--- src/rtl/serializer_tx_pkg.sv ---
`default_nettype none
// ============================================================================
//  Module      : serializer_tx_pkg
//  Description : Shared definitions for the serial transmit stage. The frame
//                defaults are common with the 8-bit deserializer, so both ends
//                of the link agree on the frame geometry.
//  Revision    : 1.0 - initial release
// ============================================================================
package serializer_tx_pkg;

    // Default frame geometry: 8 data bits followed by 1 idle cycle. This gives
    // the same 9-cycle rhythm as the deserializer (8 captures + 1 transfer).
    localparam int DATA_W_DEF     = 8;
    localparam int GAP_CYCLES_DEF = 1;

    typedef enum logic [1:0] {
        IDLE  = 2'd0,
        SHIFT = 2'd1,
        GAP   = 2'd2
    } ser_state_t;

    // The bit/gap counter must be able to reach the larger of the two spans.
    function automatic int cnt_width(input int data_w, input int gap_cycles);
        int m;
        m = (data_w > gap_cycles) ? data_w : gap_cycles;
        return $clog2(m + 1);
    endfunction

endpackage
`default_nettype wire

--- src/rtl/serializer_tx_if.sv ---
`default_nettype none
// ============================================================================
//  Module      : serializer_tx_if
//  Description : Parallel word handshake in, serial stream and status out.
//                master = word source / stream sink, slave = serializer.
//  Revision    : 1.0 - initial release
// ============================================================================
interface serializer_tx_if
    import serializer_tx_pkg::*;
#(
    parameter int DATA_W = DATA_W_DEF
) ();

    logic [DATA_W-1:0] data_in;
    logic              valid_in;
    logic              ready_out;
    logic              data_out;
    logic              frame_start;
    logic              busy;

    modport master (
        output data_in,
        output valid_in,
        input  ready_out,
        input  data_out,
        input  frame_start,
        input  busy
    );

    modport slave (
        input  data_in,
        input  valid_in,
        output ready_out,
        output data_out,
        output frame_start,
        output busy
    );

endinterface
`default_nettype wire

--- src/rtl/serializer_tx_hold_buf.sv ---
`default_nettype none
// ============================================================================
//  Module      : ser_hold_buf
//  Description : One-entry holding buffer. Catches the next word while the
//                current frame is still shifting; ready is a registered
//                "buffer empty" flag.
//  Revision    : 1.0 - initial release
// ============================================================================
module ser_hold_buf
    import serializer_tx_pkg::*;
#(
    parameter int DATA_W = DATA_W_DEF
) (
    input  wire logic              clk,
    input  wire logic              rst,
    input  wire logic              load,
    input  wire logic              drain,
    input  wire logic [DATA_W-1:0] din,
    output logic      [DATA_W-1:0] dout,
    output logic                   full,
    output logic                   ready
);

    logic [DATA_W-1:0] r_data;
    logic              r_full;
    logic              r_ready;

    // Drain wins over load; the two never coincide because a load is only
    // possible while the buffer is empty and a drain only while it is full.
    always_ff @(posedge clk or posedge rst) begin
        if (rst) begin
            r_data  <= '0;
            r_full  <= 1'b0;
            r_ready <= 1'b1;
        end else if (drain) begin
            r_full  <= 1'b0;
            r_ready <= 1'b1;
        end else if (load) begin
            r_data  <= din;
            r_full  <= 1'b1;
            r_ready <= 1'b0;
        end
    end

    assign dout  = r_data;
    assign full  = r_full;
    assign ready = r_ready;

endmodule
`default_nettype wire

--- src/rtl/serializer_tx.sv ---
`default_nettype none
// ============================================================================
//  Module      : serializer_tx
//  Description : Parallel-to-serial transmitter. Shifts a DATA_W-bit word out
//                LSB first, one bit per clock, followed by GAP_CYCLES idle
//                cycles. A one-entry holding buffer lets the next word be
//                accepted while the current frame is on the wire.
//  Revision    : 1.0 - initial release
// ============================================================================
module serializer_tx
    import serializer_tx_pkg::*;
#(
    parameter int DATA_W     = DATA_W_DEF,
    parameter int GAP_CYCLES = GAP_CYCLES_DEF
) (
    input wire logic       clk,
    input wire logic       rst,
    serializer_tx_if.slave bus
);

    localparam int                c_cnt_w    = cnt_width(DATA_W, GAP_CYCLES);
    localparam logic [c_cnt_w-1:0] c_last_bit = c_cnt_w'(DATA_W - 1);
    localparam logic [c_cnt_w-1:0] c_last_gap =
        (GAP_CYCLES > 0) ? c_cnt_w'(GAP_CYCLES - 1) : '0;

    ser_state_t          r_state;
    ser_state_t          w_state_nxt;
    logic [c_cnt_w-1:0]  r_cnt;
    logic [c_cnt_w-1:0]  w_cnt_nxt;
    logic [DATA_W-1:0]   r_shift;
    logic [DATA_W-1:0]   w_shift_nxt;
    logic                r_data_out;
    logic                w_data_out_nxt;
    logic                r_frame_start;
    logic                w_frame_start_nxt;
    logic                r_busy;
    logic                w_busy_nxt;

    logic                w_accept;
    logic                w_eof;
    logic                w_start;
    logic [DATA_W-1:0]   w_start_word;
    logic                w_hold_load;
    logic                w_hold_drain;
    logic                w_hold_full;
    logic                w_ready;
    logic [DATA_W-1:0]   w_hold_data;

    ser_hold_buf #(
        .DATA_W (DATA_W)
    ) u_hold (
        .clk   (clk),
        .rst   (rst),
        .load  (w_hold_load),
        .drain (w_hold_drain),
        .din   (bus.data_in),
        .dout  (w_hold_data),
        .full  (w_hold_full),
        .ready (w_ready)
    );

    assign w_accept = bus.valid_in && w_ready;

    // State, counter, shifter and registered outputs.
    always_ff @(posedge clk or posedge rst) begin
        if (rst) begin
            r_state       <= IDLE;
            r_cnt         <= '0;
            r_shift       <= '0;
            r_data_out    <= 1'b0;
            r_frame_start <= 1'b0;
            r_busy        <= 1'b0;
        end else begin
            r_state       <= w_state_nxt;
            r_cnt         <= w_cnt_nxt;
            r_shift       <= w_shift_nxt;
            r_data_out    <= w_data_out_nxt;
            r_frame_start <= w_frame_start_nxt;
            r_busy        <= w_busy_nxt;
        end
    end

    // Next-state logic: per-state sequencing, then the shared end-of-frame
    // decision (hold buffer first, then a word arriving on this very edge,
    // otherwise fall back to IDLE), then the common new-frame load.
    always_comb begin
        w_state_nxt       = r_state;
        w_cnt_nxt         = r_cnt;
        w_shift_nxt       = r_shift;
        w_data_out_nxt    = r_data_out;
        w_frame_start_nxt = 1'b0;
        w_busy_nxt        = r_busy;
        w_hold_load       = 1'b0;
        w_hold_drain      = 1'b0;
        w_eof             = 1'b0;
        w_start           = 1'b0;
        w_start_word      = bus.data_in;

        case (r_state)
            IDLE: begin
                w_data_out_nxt = 1'b0;
                w_busy_nxt     = 1'b0;
                // Buffer is always empty here, so the word goes straight in.
                if (w_accept) begin
                    w_start = 1'b1;
                end
            end
            SHIFT: begin
                if (r_cnt == c_last_bit) begin
                    if (GAP_CYCLES == 0) begin
                        w_eof = 1'b1;
                    end else begin
                        w_state_nxt    = GAP;
                        w_cnt_nxt      = '0;
                        w_data_out_nxt = 1'b0;
                        w_hold_load    = w_accept;
                    end
                end else begin
                    w_data_out_nxt = r_shift[0];
                    w_shift_nxt    = r_shift >> 1;
                    w_cnt_nxt      = r_cnt + 1'b1;
                    w_hold_load    = w_accept;
                end
            end
            GAP: begin
                if (r_cnt == c_last_gap) begin
                    w_eof = 1'b1;
                end else begin
                    w_cnt_nxt   = r_cnt + 1'b1;
                    w_hold_load = w_accept;
                end
            end
            default: begin
                w_state_nxt    = IDLE;
                w_data_out_nxt = 1'b0;
                w_busy_nxt     = 1'b0;
            end
        endcase

        if (w_eof) begin
            if (w_hold_full) begin
                w_start      = 1'b1;
                w_start_word = w_hold_data;
                w_hold_drain = 1'b1;
            end else if (w_accept) begin
                w_start = 1'b1;
            end else begin
                w_state_nxt    = IDLE;
                w_cnt_nxt      = '0;
                w_data_out_nxt = 1'b0;
                w_busy_nxt     = 1'b0;
            end
        end

        // Bit 0 goes on the wire immediately; the shifter keeps the rest.
        if (w_start) begin
            w_state_nxt       = SHIFT;
            w_cnt_nxt         = '0;
            w_shift_nxt       = w_start_word >> 1;
            w_data_out_nxt    = w_start_word[0];
            w_frame_start_nxt = 1'b1;
            w_busy_nxt        = 1'b1;
        end
    end

    assign bus.ready_out   = w_ready;
    assign bus.data_out    = r_data_out;
    assign bus.frame_start = r_frame_start;
    assign bus.busy        = r_busy;

endmodule
`default_nettype wire

--- src/flat_wrapper.sv ---
// flat-port wrapper written by rule: the top's interface ports become plain ports
module serializer_tx_flat import serializer_tx_pkg::*;
#(
    parameter int DATA_W     = DATA_W_DEF,
    parameter int GAP_CYCLES = GAP_CYCLES_DEF
)
  (clk, rst, bus_data_in, bus_valid_in, bus_ready_out, bus_data_out, bus_frame_start, bus_busy);
  serializer_tx_if #(.DATA_W(DATA_W)) bus_i ();
  input wire logic clk;
  input wire logic rst;
  input wire logic [$bits(bus_i.data_in)-1:0] bus_data_in;
  input wire logic [$bits(bus_i.valid_in)-1:0] bus_valid_in;
  output wire logic [$bits(bus_i.ready_out)-1:0] bus_ready_out;
  output wire logic [$bits(bus_i.data_out)-1:0] bus_data_out;
  output wire logic [$bits(bus_i.frame_start)-1:0] bus_frame_start;
  output wire logic [$bits(bus_i.busy)-1:0] bus_busy;
  assign bus_i.data_in = bus_data_in;
  assign bus_i.valid_in = bus_valid_in;
  assign bus_ready_out = bus_i.ready_out;
  assign bus_data_out = bus_i.data_out;
  assign bus_frame_start = bus_i.frame_start;
  assign bus_busy = bus_i.busy;
  serializer_tx #(.DATA_W(DATA_W), .GAP_CYCLES(GAP_CYCLES)) u_core (.clk(clk), .rst(rst), .bus(bus_i));
endmodule
--- config.mk ---
export PLATFORM = sky130hd
export DESIGN_NAME = serializer_tx_flat
export DESIGN_NICKNAME = d
export VERILOG_FILES = /design/src/rtl/serializer_tx_pkg.sv /design/src/rtl/serializer_tx_if.sv /design/src/rtl/serializer_tx_hold_buf.sv /design/src/rtl/serializer_tx.sv /design/src/flat_wrapper.sv
export SDC_FILE = /design/constraint.sdc
export NUM_CORES = 1
export LEC_CHECK = 0
export CAP_MARGIN = 20
export CORE_MARGIN = 2
export CORE_UTILIZATION = 55
export DETAILED_ROUTE_END_ITERATION = 8
export HOLD_SLACK_MARGIN = 0.08
export PLACE_DENSITY = 0.82
export SLEW_MARGIN = 20
export SYNTH_ARGS = -nofsm -noshare
export SYNTH_HDL_FRONTEND = slang
export SYNTH_SLANG_ARGS = --single-unit
--- constraint.sdc ---
create_clock -name clk -period 3.4 [get_ports clk]
set_input_delay 0.51 -clock clk [delete_from_list [all_inputs] [get_ports clk]]
set_output_delay 0.51 -clock clk [all_outputs]
set_load 0.02 [all_outputs]
**Word level (Yosys, flattened, before mapping)**

Cells that the tools add are included.

- $add $sub $neg: 1
- Equal/unequal tests: 4
- Multiplexer cells: 45
- Bitwise operators: 1
- Reduce and logical (&&, ||, !) cells: 9

Operators by type and width:

| kind | number |
|---|---|
| 8-bit two-way mux | 5 |
| 1-bit two-way mux | 25 |
| 4-bit two-way mux | 6 |
| 2-bit two-way mux | 5 |
| 4-bit one-hot mux with 2 select lines | 1 |
| 4-bit by 1-bit adder with 4-bit output, second input constant | 1 |
| 4-bit by 3-bit == test with 1-bit output, second input constant | 1 |
| 4-bit logical NOT | 1 |
| 1-bit one-hot mux with 2 select lines | 2 |
| 2-bit one-hot mux with 2 select lines | 1 |
| 2-bit AND reduction | 2 |
| 2-bit nonzero test | 2 |
| 2-bit OR reduction | 2 |
| 2-bit by 1-bit == test with 1-bit output, second input constant | 1 |
| 2-bit == test, second input constant | 1 |
| 2-bit logical NOT | 1 |
| 2-bit by 1-bit inequality test with 1-bit output, second input constant | 1 |
| 1-bit logical AND | 1 |
| 1-bit inverter | 1 |

- Bits in registers: 27
- Bits of input ports: 11
- Logic and storage cells: 69

**Depth between registers and ports, before layout**

Gate-level depths: netlist of the first run.

- Depth after elaboration: 8
- Gate-level depth with buffers: 7

**Hierarchy**

Synthesis of the first run repeated with hierarchy kept, for this count alone.

- Cell total of the unflattened synthesis: 123
- Area, all modules: 1,407.6 µm²

By module, submodules not included:

| module | instances | cells an instance | area each (µm²) | sequential area each (µm²) |
|---|---|---|---|---|
| serializer_tx | 1 | 98 | 987.2 | 400.4 |
| ser_hold_buf | 1 | 25 | 420.4 | 251.5 |

**Worst setup path before layout of the first run**

Ideal clock, no wire load.

- Kind: register to register
- Start point: register u_core.r_state[0]
- End point: register u_core.u_hold.r_data[0] (netlist: u_core.u_hold.dout[0])
- Library setup time: 0.125 ns
- Arrival time: 1.682 ns
- Setup slack: 1.593 ns
- Cell stages (with the launch flop): 7
- Period minus slack after synthesis: 1.807 ns
- Cell sequence: dfrtp_1 -> inv_1 -> ha_1 -> nand4bb_4 -> nor2_8 -> nand4b_4 -> mux2_2

- Word-level cells in the longest chain between the ends: 5

Ends and longest elaborated chain:

| item | line | RTL |
|---|---|---|
| from (decl) | serializer_tx.sv:26 | `ser_state_t r_state;` |
| from (signal assigned) | serializer_tx.sv:74 | `r_state <= w_state_nxt;` |
| 2-bit == test | serializer_tx.sv:99 | `case (r_state)` |
| 1-bit two-way mux | serializer_tx.sv:99 |  |
| 1-bit two-way mux | serializer_tx.sv:140 | `if (w_eof) begin` |
| 1-bit inverter (no source line) | -- |  |
| 2-bit AND reduction (no source line) (*) | -- |  |
| to (signal assigned) | serializer_tx_hold_buf.sv:39 | `r_data <= din;` |
| to (decl) | serializer_tx_hold_buf.sv:24 | `logic [DATA_W-1:0] r_data;` |

Every way passes the cells marked *; elsewhere a longest branch is shown, timed or not.
A chain may end at the register's enable or synchronous reset.

**Worst setup path in the final report of the first run**

- Start point: register u_core.r_state[0]
- End point: register u_core.r_shift[4]

- Word-level cells in the longest chain between the ends: 7

Ends and longest elaborated chain:

| item | line | RTL |
|---|---|---|
| 2-bit logical NOT | serializer_tx.sv:99 |  |
| 1-bit two-way mux | serializer_tx.sv:99 |  |
| 1-bit two-way mux | serializer_tx.sv:145 | `end else if (w_accept) begin` |
| 1-bit two-way mux | serializer_tx.sv:141 | `if (w_hold_full) begin` |
| 1-bit two-way mux | serializer_tx.sv:140 |  |
| 2-bit by 1-bit inequality test with 1-bit output (no source line) / 2-bit nonzero test (equally long branches) | -- |  |
| 2-bit AND reduction (no source line) | -- |  |
| to (signal assigned) | serializer_tx.sv:76 | `r_shift <= w_shift_nxt;` |
| to (decl) | serializer_tx.sv:30 | `logic [DATA_W-1:0] r_shift;` |

Parallel ways exist; a longest one is shown, timed or not.

==> impl_metrics.json, run 1 <==
{
  "final_nets": 158,
  "antenna_cells": 0,
  "end_kind": "flip-flop",
  "crit_type": "flip-flop to flip-flop",
  "syn_area_um2": 1390,
  "ir_worst_vdd_mv": 0.418,
  "fmax_ghz": 0.471,
  "area_growth_pct": 15.3,
  "place_congestion": 0.834,
  "fin_crit_ns": 2.12,
  "status": "completed",
  "grt_first_pass_wirelength_um": 4670,
  "grt_pass1_vias": 1016,
  "crit_required_ns": 3.62,
  "htree_levels": 1,
  "netlist_top_cells_area": "dfrtp_1, mux2_2, ha_1, a21oi_1, a32oi_1",
  "clk_pin_slew_ns": 0.13,
  "routedWlPerCell_um": 17.0,
  "p_sw_share_pct": 37.2,
  "p_clk_share_pct": 13.8,
  "multi_input_area_um2": 681,
  "drt_iter0_drc": 19,
  "hpwl_um": 2090,
  "syn_nets": 142,
  "cp.arrival_ns": 2.34,
  "via_per_inst": 6.12,
  "cts_setup_buffers": 0,
  "antenna_left": 0,
  "cts_tree": "yes",
  "path_max_fanout": 13,
  "hold_buffers": 0,
  "die_width_um": 54.3,
  "clock_sinks": 26,
  "vias": 1040,
  "nFillCells": 205,
  "timing.hold.ws_ns": 0.427,
  "cp-start-kind": "flip-flop",
  "grt_usage_pct": 22.7,
  "cts-buffers-inserted": 3,
  "power.switching_uw": 417,
  "grt_max_degree": 27,
  "cts_resized": 0,
  "seq_area_um2": 652,
  "yosys_warnings": 0,
  "slew-limit-headroom_pct": 57.1,
  "clock_latency_ns": 0.32,
  "syn_avg_cell_area_um2": 11.1,
  "p_comb_share_pct": 41.1,
  "tns_ns": 0,
  "yosys.cell_types.count": 37,
  "cts_max_path_buffers": 2,
  "final_cell_area_um2": 1600,
  "p_per_area_nw_per_um2": 699,
  "ys_top_cells_by_count": "dfrtp_1, a21oi_1, o21ai_0",
  "antenna_found_initial": 0,
  "reg2reg_slack_ns": 1.28,
  "yosysMostFrequentCell": "dfrtp_1",
  "placed_area_um2": 1540,
  "hp-class": "primary input to async pin",
  "ys_ff_latch": 26,
  "rsz0062_at_grt": "false",
  "initial_utilization_pct": 57.2,
  "synth.largest_area_cell": "dfrtp_1",
  "hold_viol": 0,
  "drc": 0,
  "synthCells": 125,
  "yosys_most_used_dff": "dfrtp_1",
  "leakage_uw": 0.000681,
  "p_int_uw": 704,
  "place.port_buffers": 14,
  "worst_pin_slew_ns": 0.637,
  "drive_gt1_share_pct": 14.3,
  "die_y_um": 54.3,
  "core_um2": 2430,
  "synthArstFlopShare_pct": 100,
  "setup_viol_count_final": 0,
  "cts_root_buf": "clkbuf_4",
  "rows": 18,
  "seq_area_frac_synth_pct": 46.9,
  "maxSlewViolCount": 0,
  "synth_edf_count": 0,
  "die-area_um2": 2950,
  "synth_top_area_share_pct": 45.0,
  "finalWirelength_um": 2890,
  "ios": 15,
  "post-route-period-util_pct": 62.5,
  "grt_overflow": 0,
  "max_cap_viol_count": 0,
  "drt_pass1_iterations": 4,
  "seqPwrFrac_pct": 45.1,
  "finalClockSkew_ns": 0.00144
}
## logic make-up (layout without fill, tap and decap cells)
group	after synthesis	count (layout)	share of synthesized area (%)
AND/OR/NAND/NOR	29	29	15.2
multiplexers	12	12	9.71
flip-flops	26	26	46.9
buffers and inverters	12	27	4.23
AO/OA/AOI/OAI	40	40	18.6
adder cells (fa/ha/maj)	6	6	5.40
## critical path: stages, from the launching register on
cell and delay (ns):
dfrtp_1 0.40, inv_1 0.10, ha_1 0.32, nand4bb_4 0.19, o21a_1 0.37, clkinv_1 0.31, nor3_1 0.27, a21oi_1 0.06
## sequential cells by signal, summed over array words and instances (netlist names), 2 cells and up
register            cells
u_core.r_cnt            4
u_core.r_shift          7
u_core.r_state          2
u_core.u_hold.dout      8
## through the flow
stage | total power [uW] | instances | setup slack (ns) | utilization (%)
after detailed placement | 966 | 165 | 1.14 | 63.3
after floorplan | 837 | 125 | 1.59 | -
final | 1120 | 170 | 1.28 | 65.9
after global placement | 933 | 165 | 1.23 | 63.3
after CTS | 1120 | 169 | 1.29 | 64.8
after global routing | 1210 | 170 | 1.09 | 65.9
## layout by cell type, fill, tap and decap left out, drive strengths merged
master / count
a211oi: 2
a21boi: 1
a21oi: 11
a22oi: 1
a31oi: 1
a32oi: 6
and2: 1
and4bb: 1
buf: 1
clkbuf: 4
clkdlybuf4s50: 14
clkinv: 2
dfrtp: 25
dfstp: 1
ha: 6
inv: 6
mux2: 9
mux2i: 3
nand2: 6
nand2b: 1
nand3: 4
nand4: 1
nand4b: 1
nand4bb: 1
nor2: 3
nor3: 7
nor3b: 2
nor4b: 1
o21a: 3
o21ai: 9
o21bai: 1
o22ai: 3
o32ai: 1
o41ai: 1
## layout make-up
cell class              count  area share, %
clock buffers               4           2.26
inverters                   8           1.87
multi-input cells          87           42.4
flip-flops and latches     26           40.6
well taps                  30           2.34
repair buffers             15           10.5
## final timing paths
kind / end / start / depth (start not counted)
worst max-delay path: u_core.r_shift[4]$_DFFE_PP0P_ / u_core.r_state[0]$_DFF_PP0_ / 7
worst min-delay path: u_core.bus.data_out$_DFF_PP0_ / rst / 2
worst max register to register: u_core.r_shift[4]$_DFFE_PP0P_ / u_core.r_state[0]$_DFF_PP0_ / 7
worst min register to register: u_core.u_hold.dout[7]$_DFFE_PP0P_ / u_core.u_hold.dout[7]$_DFFE_PP0P_ / 1
max in group asynchronous: u_core.u_hold.ready$_DFFE_PP1P_ / rst / 3
min in group clk: u_core.u_hold.dout[7]$_DFFE_PP0P_ / u_core.u_hold.dout[7]$_DFFE_PP0P_ / 1
## routing by layer
layer	routed length (um)	part of all wire, %	up-vias	GRT usage (%)
li1	-	-	502	-
met1	1290	45	520	28.9
met2	1510	52	12	38.4
met3	57	2.0	6	3.83
met4	38	1.3	0	8.75
met5	0	0	-	0
## power groups by stage
| stage | combinational [uW] | clock (uW) | sequential, uW |
|---|---|---|---|
| floorplan | 326 | 0 | 511 |
| global placement | 429 | 0 | 504 |
| detailed placement | 452 | 0 | 514 |
| CTS | 454 | 161 | 505 |
| global route | 513 | 174 | 520 |
| finish | 460 | 155 | 506 |
No activity file was read; power rests on OpenSTA's default activity.
==> run 2, diff against run 1 <==
Settings changed: CORE_UTILIZATION 55 to 50, PLACE_DENSITY 0.82 to 0.79.
Clock period 3.4 ns to 1.87 ns, I/O delays scaled along.
==> run 2 against run 1 <==
Effect of this change:
- clock-buffer cell count is 1 lower
- register-to-register slack got worse by 1.2 ns
- final cell count up 5.9%
- clock power rose to 2.5 times the previous value
- critical path depth decreased by 6
- largest power group is now combinational logic
==> impl_metrics.json, run 2 (synthesized netlist as in run 1, its figures left out) <==
{
  "cts_max_path_buffers": 2,
  "multi_input_area_um2": 708,
  "place.port_buffers": 14,
  "crit_slowest_cell": "clkdlybuf4s50_1",
  "largest_reg_flops": 8,
  "vias": 1092,
  "final_cells": 180,
  "drt_pass1_iterations": 4,
  "rows": 19,
  "hold_viol": 0,
  "fin_crit_ns": 1.80,
  "place_congestion": 0.787,
  "seq_area_um2": 652,
  "area_growth_pct": 21.9,
  "grt_first_pass_wirelength_um": 5280,
  "final_common_cell": "dfrtp_1",
  "power_uw": 2260,
  "drt_iter0_drc": 22,
  "fmax_ghz": 0.555,
  "rsz0062_at_grt": "false",
  "hold_buffers": 0,
  "clk_pin_slew_ns": 0.15,
  "grt_usage_pct": 20.7,
  "p_per_area_nw_per_um2": 1330,
  "final_cell_mix": "dfrtp_1, clkdlybuf4s50_1, a21oi_1, buf_4, o21ai_0",
  "drive_gt1_share_pct": 22.8,
  "worst-path-buf-inv": 1,
  "die_y_um": 56.8,
  "path_max_fanout": 5,
  "die_width_um": 56.8,
  "final_nets": 167,
  "status": "completed",
  "tns_ns": 0,
  "die-area_um2": 3220,
  "nFillCells": 230,
  "setup_viol_count_final": 0,
  "grt_overflow": 0,
  "slowest_delay_ns": 0.61,
  "fin_ws_ns": 0.0683,
  "cp.arrival_ns": 1.52,
  "dp_slack_ns": 0.0457,
  "dp.cells": 175,
  "crit_type": "flip-flop to output port",
  "htree_levels": 1,
  "hp-class": "primary input to async pin",
  "finalClockSkew_ns": 0.00379,
  "slew-limit-headroom_pct": 78.2,
  "cts_root_buf": "clkbuf_4",
  "cp-start-kind": "flip-flop",
  "clock_sinks": 26,
  "core_um2": 2710,
  "leakage_uw": 0.000733,
  "routedWlPerCell_um": 16.6,
  "end_kind": "output port",
  "worst_pin_slew_ns": 0.327,
  "path_delay_family": "buffers and inverters",
  "crit_required_ns": 1.59,
  "hpwl_um": 2160,
  "finalWirelength_um": 2990,
  "ir_worst_vdd_mv": 0.949,
  "grt_max_degree": 27,
  "ios": 15,
  "maxSlewViolCount": 0,
  "via_per_inst": 6.07,
  "initial_utilization_pct": 51.3,
  "antenna_cells": 0,
  "antenna_left": 0,
  "grt_pass1_vias": 1164,
  "clock_latency_ns": 0.32,
  "max_cap_viol_count": 0,
  "cts-buffers-inserted": 3,
  "post-route-period-util_pct": 96.3,
  "drc": 0,
  "cts_tree": "yes",
  "antenna_found_initial": 0,
  "cp_cell_sequence": "clkdlybuf4s50_1"
}
==> run 2: changes by cell type in the layout (fill, tap and decap cells not counted), sizes merged <==
| cell | previous run | this run |
|---|---|---|
| buf | 1 | 10 |
| bufinv | 0 | 1 |
| clkbuf | 4 | 3 |
| clkinv | 2 | 1 |
| inv | 6 | 7 |
==> run 2: final cells by class <==
cell class	count	area share, %
clock buffer	3	1.33
clock inverter	1	1.77
inverter	8	1.77
multi-input combinational	87	41.7
sequential	26	38.4
tap	31	2.29
timing repair buffer	24	12.7
==> run 2: report_power, final <==
group	switching (uW)	internal, uW
registers	131	791
clock network	173	217
logic	495	454
==> run 2: worst reg2reg max path, cell delays in order (launching register included) <==
cell,delay [ns]
dfrtp_1,0.43
inv_2,0.10
ha_2,0.23
nand4bb_4,0.19
mux2_4,0.38
a32oi_1,0.25
a21oi_1,0.09
==> run 2: final timing paths <==
| check | startpoint | to | slack [ns] | cells past startpoint |
|---|---|---|---|---|
| setup reg to reg | u_core.r_state[0]$_DFF_PP0_ | u_core.r_shift[2]$_DFFE_PP0P_ | 0.10 | 6 |
| max in group asynchronous | rst | u_core.u_hold.ready$_DFFE_PP1P_ | 1.29 | 3 |
| hold / removal | rst | u_core.u_hold.dout[7]$_DFFE_PP0P_ | 0.28 | 3 |
| hold reg to reg | u_core.bus.busy$_DFF_PP0_ | u_core.bus.busy$_DFF_PP0_ | 0.50 | 2 |
| setup / recovery | u_core.u_hold.ready$_DFFE_PP1P_ | bus_ready_out | 0.07 | 1 |
| min in group clk | u_core.bus.busy$_DFF_PP0_ | u_core.bus.busy$_DFF_PP0_ | 0.50 | 2 |
==> run 2: timing repair <==
action                     in CTS  in global routing
setup endpoints to repair       0                 15
resized for setup               0                  6
buffers inserted                0                  1
==> run 2: layer usage <==
layer	track usage (%)	part of all wire, %	up-vias
li1	-	-	517
met1	25.9	43	542
met2	34.6	52	25
met3	3.69	2.9	8
met4	9.97	1.8	0
met5	0	0	-
==> run 2: metrics by stage <==
step | hold slack, ns | util (%) | instance area [um2]
final | 0.282 | 62.6 | 1700
after global routing | 0.308 | 62.6 | 1700
after CTS | 0.293 | 61.3 | 1660
after detailed placement | 0.471 | 59.4 | 1610
after global placement | 0.465 | 59.4 | 1610
after floorplan | 0.320 | - | 1390
==> run 3, diff against run 2 <==
Settings changed: REMOVE_ABC_BUFFERS set to 1.
==> run 3 against run 2 <==
Effect of this change:
- via count fell by 0.27%
- register-to-register slack better by 0.02 ns
- clock skew is essentially flat
- setup slack better by 0.019 ns
- total power down 6.9%
- critical path type unchanged
- critical endpoint unchanged
==> impl_metrics.json, run 3 (synthesized netlist as in run 1, its figures left out) <==
{
  "end_kind": "output port",
  "htree_levels": 1,
  "slew-limit-headroom_pct": 78.1,
  "post-route-period-util_pct": 95.3,
  "hold_viol": 0,
  "vias": 1089,
  "power.switching_uw": 770,
  "path_max_fanout": 5,
  "drt_iter0_drc": 48,
  "place.port_buffers": 14,
  "hpwl_um": 2150,
  "die_width_um": 56.8,
  "crit_slowest_cell": "clkdlybuf4s50_1",
  "worstRegToRegCells": 7,
  "tns_ns": 0,
  "seqPwrFrac_pct": 43.5,
  "p_sw_share_pct": 36.6,
  "hp-class": "primary input to async pin",
  "grt_max_degree": 27,
  "antenna_cells": 0,
  "clk_pin_slew_ns": 0.14,
  "max_cap_viol_count": 0,
  "crit_start": "u_core.u_hold.ready$_DFFE_PP1P_",
  "cts_max_path_buffers": 2,
  "initial_utilization_pct": 51.3,
  "timing.hold.ws_ns": 0.283,
  "hold_buffers": 0,
  "die-area_um2": 3220,
  "place_congestion": 0.838,
  "area_growth_pct": 20.0,
  "grt_pass1_vias": 1127,
  "finalClockSkew_ns": 0.00424,
  "power_uw": 2100,
  "cts_root_buf": "clkbuf_4",
  "final_cells": 179,
  "largest_reg_flops": 8,
  "finalCoreUtilization_pct": 61.6,
  "p_per_area_nw_per_um2": 1260,
  "crit_type": "flip-flop to output port",
  "rows": 19,
  "cp-start-kind": "flip-flop",
  "r2r_start": "u_core.r_state[1]$_DFF_PP0_",
  "final_cell_mix": "dfrtp_1, clkdlybuf4s50_1, a21oi_1, o21ai_0, buf_4",
  "via_per_inst": 6.08,
  "clock_latency_ns": 0.32,
  "die_y_um": 56.8,
  "finalWirelength_um": 2910,
  "p_comb_share_pct": 43.0,
  "grt_usage_pct": 19.7,
  "ir_worst_vdd_mv": 1.03,
  "drt_pass1_iterations": 4,
  "cp.depth": 1,
  "cp_cell_sequence": "clkdlybuf4s50_1",
  "final_common_cell": "dfrtp_1",
  "routedWlPerCell_um": 16.2,
  "p_clk_share_pct": 13.4,
  "cp.arrival_ns": 1.50,
  "cts_tree": "yes",
  "leakage_uw": 0.000715,
  "crit_required_ns": 1.59,
  "setup_viol_count_final": 0,
  "drive_gt1_share_pct": 22.3,
  "fmax_ghz": 0.561,
  "ios": 15,
  "nFillCells": 233,
  "p_int_uw": 1330,
  "dp.cells": 174,
  "maxSlewViolCount": 0,
  "final_nets": 166,
  "worst-path-buf-inv": 1,
  "fin_crit_ns": 1.78,
  "antenna_left": 0,
  "clock_sinks": 26,
  "status": "completed",
  "core_um2": 2710,
  "grt_overflow": 0,
  "slowest_delay_ns": 0.60,
  "grt_first_pass_wirelength_um": 5020,
  "worst_pin_slew_ns": 0.329,
  "antenna_found_initial": 0,
  "path_delay_family": "buffers and inverters",
  "drc": 0,
  "cts-buffers-inserted": 3
}
run 3: final timing paths:
check,end,slack [ns]
hold / removal,u_core.r_cnt[3]$_DFF_PP0_,0.28
hold reg to reg,u_core.bus.busy$_DFF_PP0_,0.50
setup reg to reg,u_core.r_cnt[2]$_DFF_PP0_,0.12
min in group clk,u_core.bus.busy$_DFF_PP0_,0.50
max in group asynchronous,u_core.u_hold.ready$_DFFE_PP1P_,1.29
setup / recovery,bus_ready_out,0.09
run 3: per-stage QoR:
stage,setup slack [ns],area [um2]
floorplan,0.0625,1360
global placement,0.0853,1600
detailed placement,0.00468,1600
CTS,0.0395,1640
global route,-0.00626,1670
finish,0.0873,1670
run 3: cell type report:
cell class	instances	area, um2	area share [%]
sequential	26	652	39.1
multi-input combinational	87	701	42.0
tap	31	38.8	2.32
inverter	8	33.8	2.02
timing repair buffer	23	208	12.4
clock buffer	4	36.3	2.17
run 3: per-layer routing:
| layer | GRT usage (%) | wire length [um] | vias to the layer above | share of wire (%) |
|---|---|---|---|---|
| li1 | - | - | 519 | - |
| met1 | 23.0 | 1200 | 537 | 41 |
| met2 | 35.4 | 1560 | 26 | 54 |
| met3 | 3.00 | 87 | 7 | 3.0 |
| met4 | 8.97 | 51 | 0 | 1.8 |
| met5 | 0 | 0 | - | 0 |
run 3: repair_timing:
item,CTS,global route
endpoints found under the setup margin,9,14
buffers inserted,0,1
gates resized for setup,1,5
run 3: worst reg2reg max path: cells and delay by family, from the launching register on:
kind | cells | cell delay (ns)
AND/OR/NAND/NOR | 1 | 0.11
buffers and inverters | 3 | 0.47
adder cells (fa/ha/maj) | 1 | 0.24
flip-flops | 1 | 0.47
AO/OA/AOI/OAI | 2 | 0.37
run 3: power by group through the flow:
stage | Combinational [uW] | Sequential (uW) | Clock (uW)
2_1_floorplan | 576 | 929 | 0
3_3_place_gp | 840 | 917 | 0
3_5_place_dp | 881 | 931 | 0
4_1_cts | 886 | 916 | 293
5_1_grt | 1000 | 947 | 317
6_report | 905 | 916 | 283
